<file path="src/rtl/mcu_bus_slave_pkg.sv">
// Shared command codes and FSM state encodings for the MCU bus slave.
package mcu_bus_slave_pkg;

    localparam logic [7:0] CMD_GET_ID      = 8'h01;
    localparam logic [7:0] CMD_SET_ADDRESS = 8'h02;
    localparam logic [7:0] CMD_READ_STREAM = 8'h04;

    localparam logic [1:0] ST_IDLE    = 2'd0;
    localparam logic [1:0] ST_SEND_ID = 2'd1;
    localparam logic [1:0] ST_ADDR    = 2'd2;
    localparam logic [1:0] ST_READ    = 2'd3;

endpackage

</file>
<file path="src/rtl/mcu_bus_slave_busclk_sync.sv">
// Synchroniser chain for the asynchronous MCU strobe plus a rising-edge detector.
module busclk_sync #(
    parameter int unsigned SYNC_STAGES = 2
) (
    input  logic sysclk,
    input  logic reset,
    input  logic busclk,
    output logic beat
);

    logic [SYNC_STAGES-1:0] sync_q, sync_d;
    logic                   hist_q, hist_d;

    always_comb begin
        sync_d = {sync_q[SYNC_STAGES-2:0], busclk};
        hist_d = sync_q[SYNC_STAGES-1];
    end

    always_ff @(posedge sysclk) begin
        if (reset) begin
            sync_q <= '0;
            hist_q <= 1'b0;
        end else begin
            sync_q <= sync_d;
            hist_q <= hist_d;
        end
    end

    assign beat = sync_q[SYNC_STAGES-1] & ~hist_q;

endmodule

</file>
<file path="src/rtl/mcu_bus_slave.sv">
// MCU parallel-bus slave: decodes command/data beats, keeps the address register
// and drives registered streamed write / read-request strobes toward the core.
module mcu_bus_slave
    import mcu_bus_slave_pkg::*;
#(
    parameter int unsigned BUS_W       = 8,
    parameter int unsigned ADDR_W      = 32,
    parameter int unsigned SYNC_STAGES = 2,
    parameter bit          AUTO_INC    = 1'b1,
    parameter logic [7:0]  DEVICE_ID   = 8'hAE
) (
    input  logic              sysclk,
    input  logic              reset,
    input  logic              busclk,
    input  logic [BUS_W-1:0]  bus_in,
    input  logic              command_data,
    output logic [BUS_W-1:0]  bus_out,
    output logic              wr_valid,
    output logic [BUS_W-1:0]  wr_data,
    output logic [ADDR_W-1:0] wr_addr,
    output logic              rd_req,
    output logic [ADDR_W-1:0] rd_addr,
    input  logic [BUS_W-1:0]  rd_data,
    input  logic              rd_valid,
    output logic              cmd_valid,
    output logic [7:0]        cmd_code,
    output logic [ADDR_W-1:0] address,
    output logic              rd_overrun,
    output logic              led
);

    localparam int unsigned ADDR_BEATS = ADDR_W / BUS_W;
    localparam int unsigned CNT_W      = $clog2(ADDR_BEATS) + 1;

    logic beat;

    busclk_sync #(
        .SYNC_STAGES(SYNC_STAGES)
    ) u_sync (
        .sysclk(sysclk),
        .reset (reset),
        .busclk(busclk),
        .beat  (beat)
    );

    logic [1:0]        state_q, state_d;
    logic [CNT_W-1:0]  cnt_q, cnt_d;
    logic [ADDR_W-1:0] shadow_q, shadow_d;
    logic [ADDR_W-1:0] address_q, address_d;
    logic [BUS_W-1:0]  bus_out_q, bus_out_d;
    logic              wr_valid_q, wr_valid_d;
    logic [BUS_W-1:0]  wr_data_q, wr_data_d;
    logic [ADDR_W-1:0] wr_addr_q, wr_addr_d;
    logic              rd_req_q, rd_req_d;
    logic [ADDR_W-1:0] rd_addr_q, rd_addr_d;
    logic              pending_q, pending_d;
    logic              overrun_q, overrun_d;
    logic              cmd_valid_q, cmd_valid_d;
    logic [7:0]        cmd_code_q, cmd_code_d;
    logic              led_q, led_d;
    logic              decode;
    logic [ADDR_W-1:0] next_addr;

    always_comb begin
        state_d     = state_q;
        cnt_d       = cnt_q;
        shadow_d    = shadow_q;
        address_d   = address_q;
        bus_out_d   = bus_out_q;
        wr_valid_d  = 1'b0;
        wr_data_d   = wr_data_q;
        wr_addr_d   = wr_addr_q;
        rd_req_d    = 1'b0;
        rd_addr_d   = rd_addr_q;
        pending_d   = pending_q;
        overrun_d   = overrun_q;
        cmd_valid_d = 1'b0;
        cmd_code_d  = cmd_code_q;
        decode      = 1'b0;
        next_addr   = AUTO_INC ? address_q + ADDR_W'(1) : address_q;

        if (rd_valid) begin
            bus_out_d = rd_data;
            pending_d = 1'b0;
        end

        if (beat) begin
            case (state_q)
                ST_IDLE: begin
                    if (command_data) begin
                        wr_valid_d = 1'b1;
                        wr_data_d  = bus_in;
                        wr_addr_d  = address_q;
                        address_d  = next_addr;
                    end else begin
                        decode = 1'b1;
                    end
                end
                ST_SEND_ID: begin
                    bus_out_d   = BUS_W'(DEVICE_ID);
                    cmd_valid_d = 1'b1;
                    cmd_code_d  = CMD_GET_ID;
                    state_d     = ST_IDLE;
                end
                ST_ADDR: begin
                    if (command_data) begin
                        shadow_d = (shadow_q << BUS_W) | ADDR_W'(bus_in);
                        if (cnt_q == CNT_W'(ADDR_BEATS - 1)) begin
                            address_d   = shadow_d;
                            cmd_valid_d = 1'b1;
                            cmd_code_d  = CMD_SET_ADDRESS;
                            state_d     = ST_IDLE;
                        end else begin
                            cnt_d = cnt_q + CNT_W'(1);
                        end
                    end else begin
                        decode = 1'b1;
                    end
                end
                ST_READ: begin
                    if (command_data) begin
                        // rd_valid in the same cycle as the beat satisfies the outstanding request
                        if (pending_q && !rd_valid) begin
                            overrun_d = 1'b1;
                        end
                        address_d = next_addr;
                        rd_req_d  = 1'b1;
                        rd_addr_d = next_addr;
                        pending_d = 1'b1;
                    end else begin
                        cmd_valid_d = 1'b1;
                        cmd_code_d  = CMD_READ_STREAM;
                        decode      = 1'b1;
                    end
                end
                default: state_d = ST_IDLE;
            endcase
        end

        if (decode) begin
            state_d = ST_IDLE;
            case (bus_in[7:0])
                CMD_GET_ID: state_d = ST_SEND_ID;
                CMD_SET_ADDRESS: begin
                    cnt_d   = '0;
                    state_d = ST_ADDR;
                end
                CMD_READ_STREAM: begin
                    rd_req_d  = 1'b1;
                    rd_addr_d = address_q;
                    pending_d = 1'b1;
                    state_d   = ST_READ;
                end
                default: ;
            endcase
        end

        led_d = led_q ^ cmd_valid_d;
    end

    always_ff @(posedge sysclk) begin
        if (reset) begin
            state_q     <= ST_IDLE;
            cnt_q       <= '0;
            shadow_q    <= '0;
            address_q   <= '0;
            bus_out_q   <= '0;
            wr_valid_q  <= 1'b0;
            wr_data_q   <= '0;
            wr_addr_q   <= '0;
            rd_req_q    <= 1'b0;
            rd_addr_q   <= '0;
            pending_q   <= 1'b0;
            overrun_q   <= 1'b0;
            cmd_valid_q <= 1'b0;
            cmd_code_q  <= '0;
            led_q       <= 1'b0;
        end else begin
            state_q     <= state_d;
            cnt_q       <= cnt_d;
            shadow_q    <= shadow_d;
            address_q   <= address_d;
            bus_out_q   <= bus_out_d;
            wr_valid_q  <= wr_valid_d;
            wr_data_q   <= wr_data_d;
            wr_addr_q   <= wr_addr_d;
            rd_req_q    <= rd_req_d;
            rd_addr_q   <= rd_addr_d;
            pending_q   <= pending_d;
            overrun_q   <= overrun_d;
            cmd_valid_q <= cmd_valid_d;
            cmd_code_q  <= cmd_code_d;
            led_q       <= led_d;
        end
    end

    assign bus_out    = bus_out_q;
    assign wr_valid   = wr_valid_q;
    assign wr_data    = wr_data_q;
    assign wr_addr    = wr_addr_q;
    assign rd_req     = rd_req_q;
    assign rd_addr    = rd_addr_q;
    assign cmd_valid  = cmd_valid_q;
    assign cmd_code   = cmd_code_q;
    assign address    = address_q;
    assign rd_overrun = overrun_q;
    assign led        = led_q;

endmodule
</file>
<file path="config.mk">
export PLATFORM = sky130hd
export DESIGN_NAME = mcu_bus_slave
export DESIGN_NICKNAME = d
export VERILOG_FILES = /design/src/rtl/mcu_bus_slave_pkg.sv /design/src/rtl/mcu_bus_slave_busclk_sync.sv /design/src/rtl/mcu_bus_slave.sv
export SDC_FILE = /design/constraint.sdc
export NUM_CORES = 1
export LEC_CHECK = 0
export ABC_AREA = 1
export CAP_MARGIN = 20
export CORE_MARGIN = 5
export CORE_UTILIZATION = 45
export DETAILED_ROUTE_END_ITERATION = 16
export GPL_TIMING_DRIVEN = 0
export PLACE_DENSITY = 0.71
export RECOVER_POWER = 25
export SLEW_MARGIN = 0
export SYNTH_ARGS = -nofsm -noshare
export SYNTH_HDL_FRONTEND = slang
export SYNTH_SLANG_ARGS = --single-unit
</file>
<file path="constraint.sdc">
create_clock -name sysclk -period 3.65 [get_ports sysclk]
set_input_delay 0.5475 -clock sysclk [delete_from_list [all_inputs] [get_ports sysclk]]
set_output_delay 0.5475 -clock sysclk [all_outputs]
set_load 0.01 [all_outputs]
</file>
Word-level counts from Yosys, hierarchy flattened:

Cells that the tools add are included.

* bits of input ports: 21
* bits in registers: 158
* output and inout port bits: 125

* $add $sub $neg: 2
* reduce and logical (&&, ||, !) cells: 16
* bitwise logic cells: 6
* equal/unequal tests: 13
* muxes and demuxes: 46

Operator list (count)
* $mux W32: 8
* $pmux W32 S2: 1
* $mux W8: 6
* $add A32 B1 Y32 const B: 1
* $or A32 B8 Y32: 1
* $pmux W8 S3: 1
* $mux W3: 6
* $mux W1: 17
* $reduce_and A5 Y1: 2
* $eq A8 B1 Y1 const B: 1
* $eq A8 B2 Y1 const B: 1
* $eq A8 B3 Y1 const B: 1
* $mux W2: 4
* $reduce_and A4 Y1: 2
* $ne A2 B2 Y1 const B: 3
* $ne A3 B3 Y1 const B: 2
* $pmux W2 S3: 1
* $reduce_and A3 Y1: 2
* $reduce_bool A3 Y1: 2
* $reduce_or A3 Y1: 2
* $eq A2 B2 Y1 const B: 2
* $pmux W2 S2: 1
* $reduce_bool A2 Y1: 2
* $add A3 B1 Y3 const B: 1
* other kinds (11): 13

Logic depth before layout (Yosys ltp):

* depth after elaboration: 7
* gate-level depth with buffers: 12

Cells and area by module:

Synthesis repeated with hierarchy kept, for this count alone.

* cells, all modules: 1006
* area total of the unflattened synthesis: 7128.1 µm²

Modules (own cells, without submodules)
* mcu_bus_slave: area each 7041.8 µm², instances 1, cells each 996
* busclk_sync: area each 86.3 µm², instances 1, cells each 10

Worst setup path before layout:

No wires, ideal clock.

* path type: reg2reg
* start: register state_q[0]
* end: register address_q[2], in the netlist address[2]
* setup slack: 1.896 ns
* stages on the path, launching flop included: 11
* required time: 3.531 ns
* clock period less this slack: 1.754 ns
* setup time: 0.119 ns
* arrival time: 1.635 ns
* cell sequence: dfxtp_1 -> inv_1 -> ha_1 -> buf_2 -> inv_1 -> nor2_1 -> nor2_4 -> inv_2 -> buf_2 -> a211oi_1 -> nor2_1

* cells in the longest elaborated chain, start to end: 4
* elaborated cells on any way between the ends: 10

Ends and longest elaborated chain
* start, declared: line mcu_bus_slave.sv:46 `logic [1:0] state_q, state_d;`
* start signal, assigned: line mcu_bus_slave.sv:179 `state_q <= state_d;`
* $eq A2 B2 Y1 or $logic_not A2 Y1 (tied branches): line mcu_bus_slave.sv:88 `case (state_q)`
* $reduce_or A2 Y1 (no line)
* $ne A2 B1 Y1 (no line) or $reduce_bool A2 Y1 (tied branches)
* $reduce_and A5 Y1 (no line)
* end signal, assigned: line mcu_bus_slave.sv:182 `address_q <= address_d;`
* end, declared: line mcu_bus_slave.sv:49 `logic [ADDR_W-1:0] address_q, address_d;`

Several ways; a longest one is shown, not always the timed one.
A chain may end at the register's enable or synchronous reset.

Final worst setup path:

* start: register state_q[0]
* end: register address_q[9], in the netlist address[9]

Same word-level chain as after synthesis.

==> results.sh <==
export IMPL_status="complete, no violations"
export IMPL_rsz0062_at_grt="no"
export IMPL_worstPathCellList="inv_1 -> ha_1 -> buf_2 -> inv_1 -> nor2_1 -> nor2_4 -> inv_2 -> buf_2 -> a21oi_1 -> a21oi_1"
export IMPL_insertion_delay_ns=0.43
export IMPL_drive_above_1_share=0.0816
export IMPL_startpoint_type="flip-flop"
export IMPL_r2r_cells=10
export IMPL_pwr_share_seq=0.452
export IMPL_syn_avg_cell_area_um2=7.00
export IMPL_via_count=7587
export IMPL_hold_start="u_sync.sync_q[0]"
export IMPL_ys_warn_count=0
export IMPL_wl_per_cell_um=17.3
export IMPL_antenna_cells=0
export IMPL_r2r_end="address[9]"
export IMPL_critPathArrivalTime_ns=2.61
export IMPL_grt_antenna_before_repair=0
export IMPL_dp_hpwl_um=18200
export IMPL_max_freq_mhz=433
export IMPL_vias_per_cell=5.35
export IMPL_drt_first_pass_iters=5
export IMPL_leakagePower_nw=3.71
export IMPL_crit_path_start="state_q[0]"
export IMPL_slowest_delay_ns=0.41
export IMPL_pwr_share_comb=0.065
export IMPL_crit_buf_inv=5
export IMPL_gp_congestion=0.928
export IMPL_clk_pin_slew_ns=0.07
export IMPL_yosysTopAreaCellShare=0.426
export IMPL_fin_skew_ns=0.00908
export IMPL_hold_buffers=0
export IMPL_fin_area_mm2=0.00948
export IMPL_worstSetupEndpointType="flip-flop"
export IMPL_drt_iter0_drc=791
export IMPL_synthTopCellsByArea="dfxtp_1 43%, nand2_1 12%, a21oi_1 9.5%"
export IMPL_p_sw_uw=951
export IMPL_gr_usage_all_layers=0.269
export IMPL_cts_repair_resized=0
export IMPL_path_max_fanout=10
export IMPL_cts_sinks=153
export IMPL_internal_power_mw=2.88
export IMPL_num_nets_final=1217
export IMPL_powerDensity_mw_per_mm2=404
export IMPL_post_cts_repair_setup_buffers=0
export IMPL_dieArea_mm2=0.0186
export IMPL_fin_crit_sh=0.633
export IMPL_crit_slowest_cell="dfxtp_1"
export IMPL_antenna_left=0
export IMPL_netlist_area_mm2=0.00719
export IMPL_grt_ovfl_total=0
export IMPL_io_pins=146
export IMPL_clkPwrFrac=0.483
export IMPL_grt_max_degree=17
export IMPL_portBuffers=138
export IMPL_synth_top_cell_by_area="dfxtp_1"
export IMPL_hold_viol_final=0
export IMPL_power_mw=3.83
export IMPL_die_w_um=136
export IMPL_final_max_slew_violation_count=0
export IMPL_whs_ns=0.414
export IMPL_drt_total_wl_um=24500
export IMPL_hp_class="flip-flop to flip-flop"
export IMPL_core_area_mm2=0.0158
export IMPL_worstReg2RegStart="state_q[0]"
export IMPL_ys_types=37
export IMPL_timing_setup_tns_ns=0
export IMPL_initial_core_util=0.456
export IMPL_final_min_clock_period_ns=2.31
export IMPL_r2r_slack_ns=1.34
export IMPL_report_final_setup_viol=0
export IMPL_p_sw_frac=0.248
export IMPL_maxCapViolCount=0
export IMPL_htree_levels=4
export IMPL_synth_ff_latch_count=153
export IMPL_cts_buffer_depth=2
export IMPL_seq_area_frac_synth=0.426
export IMPL_cts_root_buffer="clkbuf_16"
export IMPL_dpl_instance_area_mm2=0.00886
export IMPL_numCtsBuffers=17
export IMPL_syn_to_final_growth_pct=31.8
export IMPL_grt_pass1_vias=7056
export IMPL_cpLargestDelayFamily="buffers and inverters"
export IMPL_die_h_um=136
export IMPL_cts_tree="done"
export IMPL_pre_cts_ws_ns=1.13
export IMPL_tightest_slew_ns=0.780
export IMPL_rows=46
export IMPL_fin_ws_ns=1.34
export IMPL_peakVddDrop_uv=310
export IMPL_critical_path_class="flip-flop to flip-flop"
export IMPL_grt_pass1_wl_um=38300
export IMPL_endpoint="address[9]"
export IMPL_critPathRequiredTime_ns=3.95
export IMPL_worst_path_stages=10
export IMPL_maxSlewHeadroom=0.480
export IMPL_drc_errors=0
export IMPL_syn_inst=1027
-- sequential cells by signal (all words and copies together) (netlist names), 2 cells and up --
signal,count
rd_addr,32
u_sync.sync_q,2
wr_addr,32
bus_out,8
wr_data,8
state_q,2
address,32
cmd_code,3
shadow_q,24
cnt_q,3
-- cell usage after synthesis (all sizes together) --
library cell / number
nor3: 12
clkinv: 1
o31a: 1
o21ai: 84
nor2: 134
clkbuf: 27
inv: 62
a211oi: 1
a21oi: 136
o2111ai: 1
nand3b: 4
nand2: 242
ha: 8
nand4: 3
xnor2: 8
nor3b: 1
o211a: 1
xor2: 9
conb: 1
dfxtp: 153
o31ai: 2
a31oi: 7
buf: 40
o211ai: 2
nand3: 87
-- through the flow --
step	util	instances
after CTS	0.601	1417
after global routing	0.601	1417
after global placement	0.562	1385
after floorplan	-	1031
final	0.601	1417
after detailed placement	0.562	1385
-- final cells by class --
class                      instances  area (µm²)
buffer                            67         318
clock buffer                      17         425
clock inverter                    15         194
fill                            1520        6290
inverter                          63         236
multi-input combinational        748        3590
sequential                       153        3060
tap                              216         270
timing repair buffer             138        1380
-- routing by layer --
metal	wire [µm]	vias up	global-route usage	part of all wire
met5	0	-	0	0
met4	531	0	0.0924	0.022
met3	2160	48	0.0566	0.088
met2	11600	319	0.443	0.47
met1	10200	3530	0.352	0.42
li1	-	3690	-	-
-- layout by cell type, fill, tap and decap left out, types with 20 or more instances in the layout --
| cell type | Yosys | routed |
|---|---|---|
| a21oi_1 | 136 | 136 |
| nand3_1 | 86 | 86 |
| inv_1 | 59 | 60 |
| clkbuf_1 | 27 | 31 |
| dfxtp_1 | 153 | 153 |
| buf_2 | 21 | 20 |
| o21ai_0 | 75 | 75 |
| nor2_1 | 114 | 114 |
| clkdlybuf4s50_1 | 0 | 87 |
| dlygate4sd3_1 | 0 | 51 |
| nand2_1 | 230 | 230 |
-- tightest hold or removal path, delay by kind of cell, from the launching register on --
family,cells,cell delay (ns)
flip-flops,1,0.30
buffers and inverters,1,0.05
AND/OR/NAND/NOR,1,0.03
-- worst min-delay path by stage --
stage,to,slack (ns),depth (start not counted)
2_1_floorplan,u_sync.sync_q[1],0.39,2
3_5_place_dp,u_sync.sync_q[1],0.41,2
4_1_cts,u_sync.sync_q[1],0.42,2
5_1_grt,u_sync.sync_q[1],0.43,2
3_3_place_gp,u_sync.sync_q[1],0.40,2
6_report,u_sync.sync_q[1],0.41,2
-- kinds of logic (layout without fill, tap and decap cells) --
| kind of cell | Yosys count | count (layout) | synth area share |
|---|---|---|---|
| XOR/XNOR | 17 | 17 | 0.0218 |
| other | 1 | 5 | 0.000522 |
| flip-flops | 153 | 153 | 0.426 |
| AO/OA/AOI/OAI | 235 | 235 | 0.168 |
| AND/OR/NAND/NOR | 483 | 483 | 0.292 |
| adder cells (fa/ha/maj) | 8 | 8 | 0.0139 |
| buffers and inverters | 130 | 300 | 0.0773 |
-- power by group through the flow --
| stage | Clock [mW] | Combinational [mW] | Sequential (mW) |
|---|---|---|---|
| after floorplan | 0 | 0.120 | 1.76 |
| after global placement | 0 | 0.242 | 1.77 |
| after detailed placement | 0 | 0.244 | 1.77 |
| after CTS | 1.87 | 0.246 | 1.73 |
| after global routing | 1.94 | 0.270 | 1.73 |
| final | 1.85 | 0.248 | 1.73 |
Note: power is estimated with default switching activity, not from simulation.
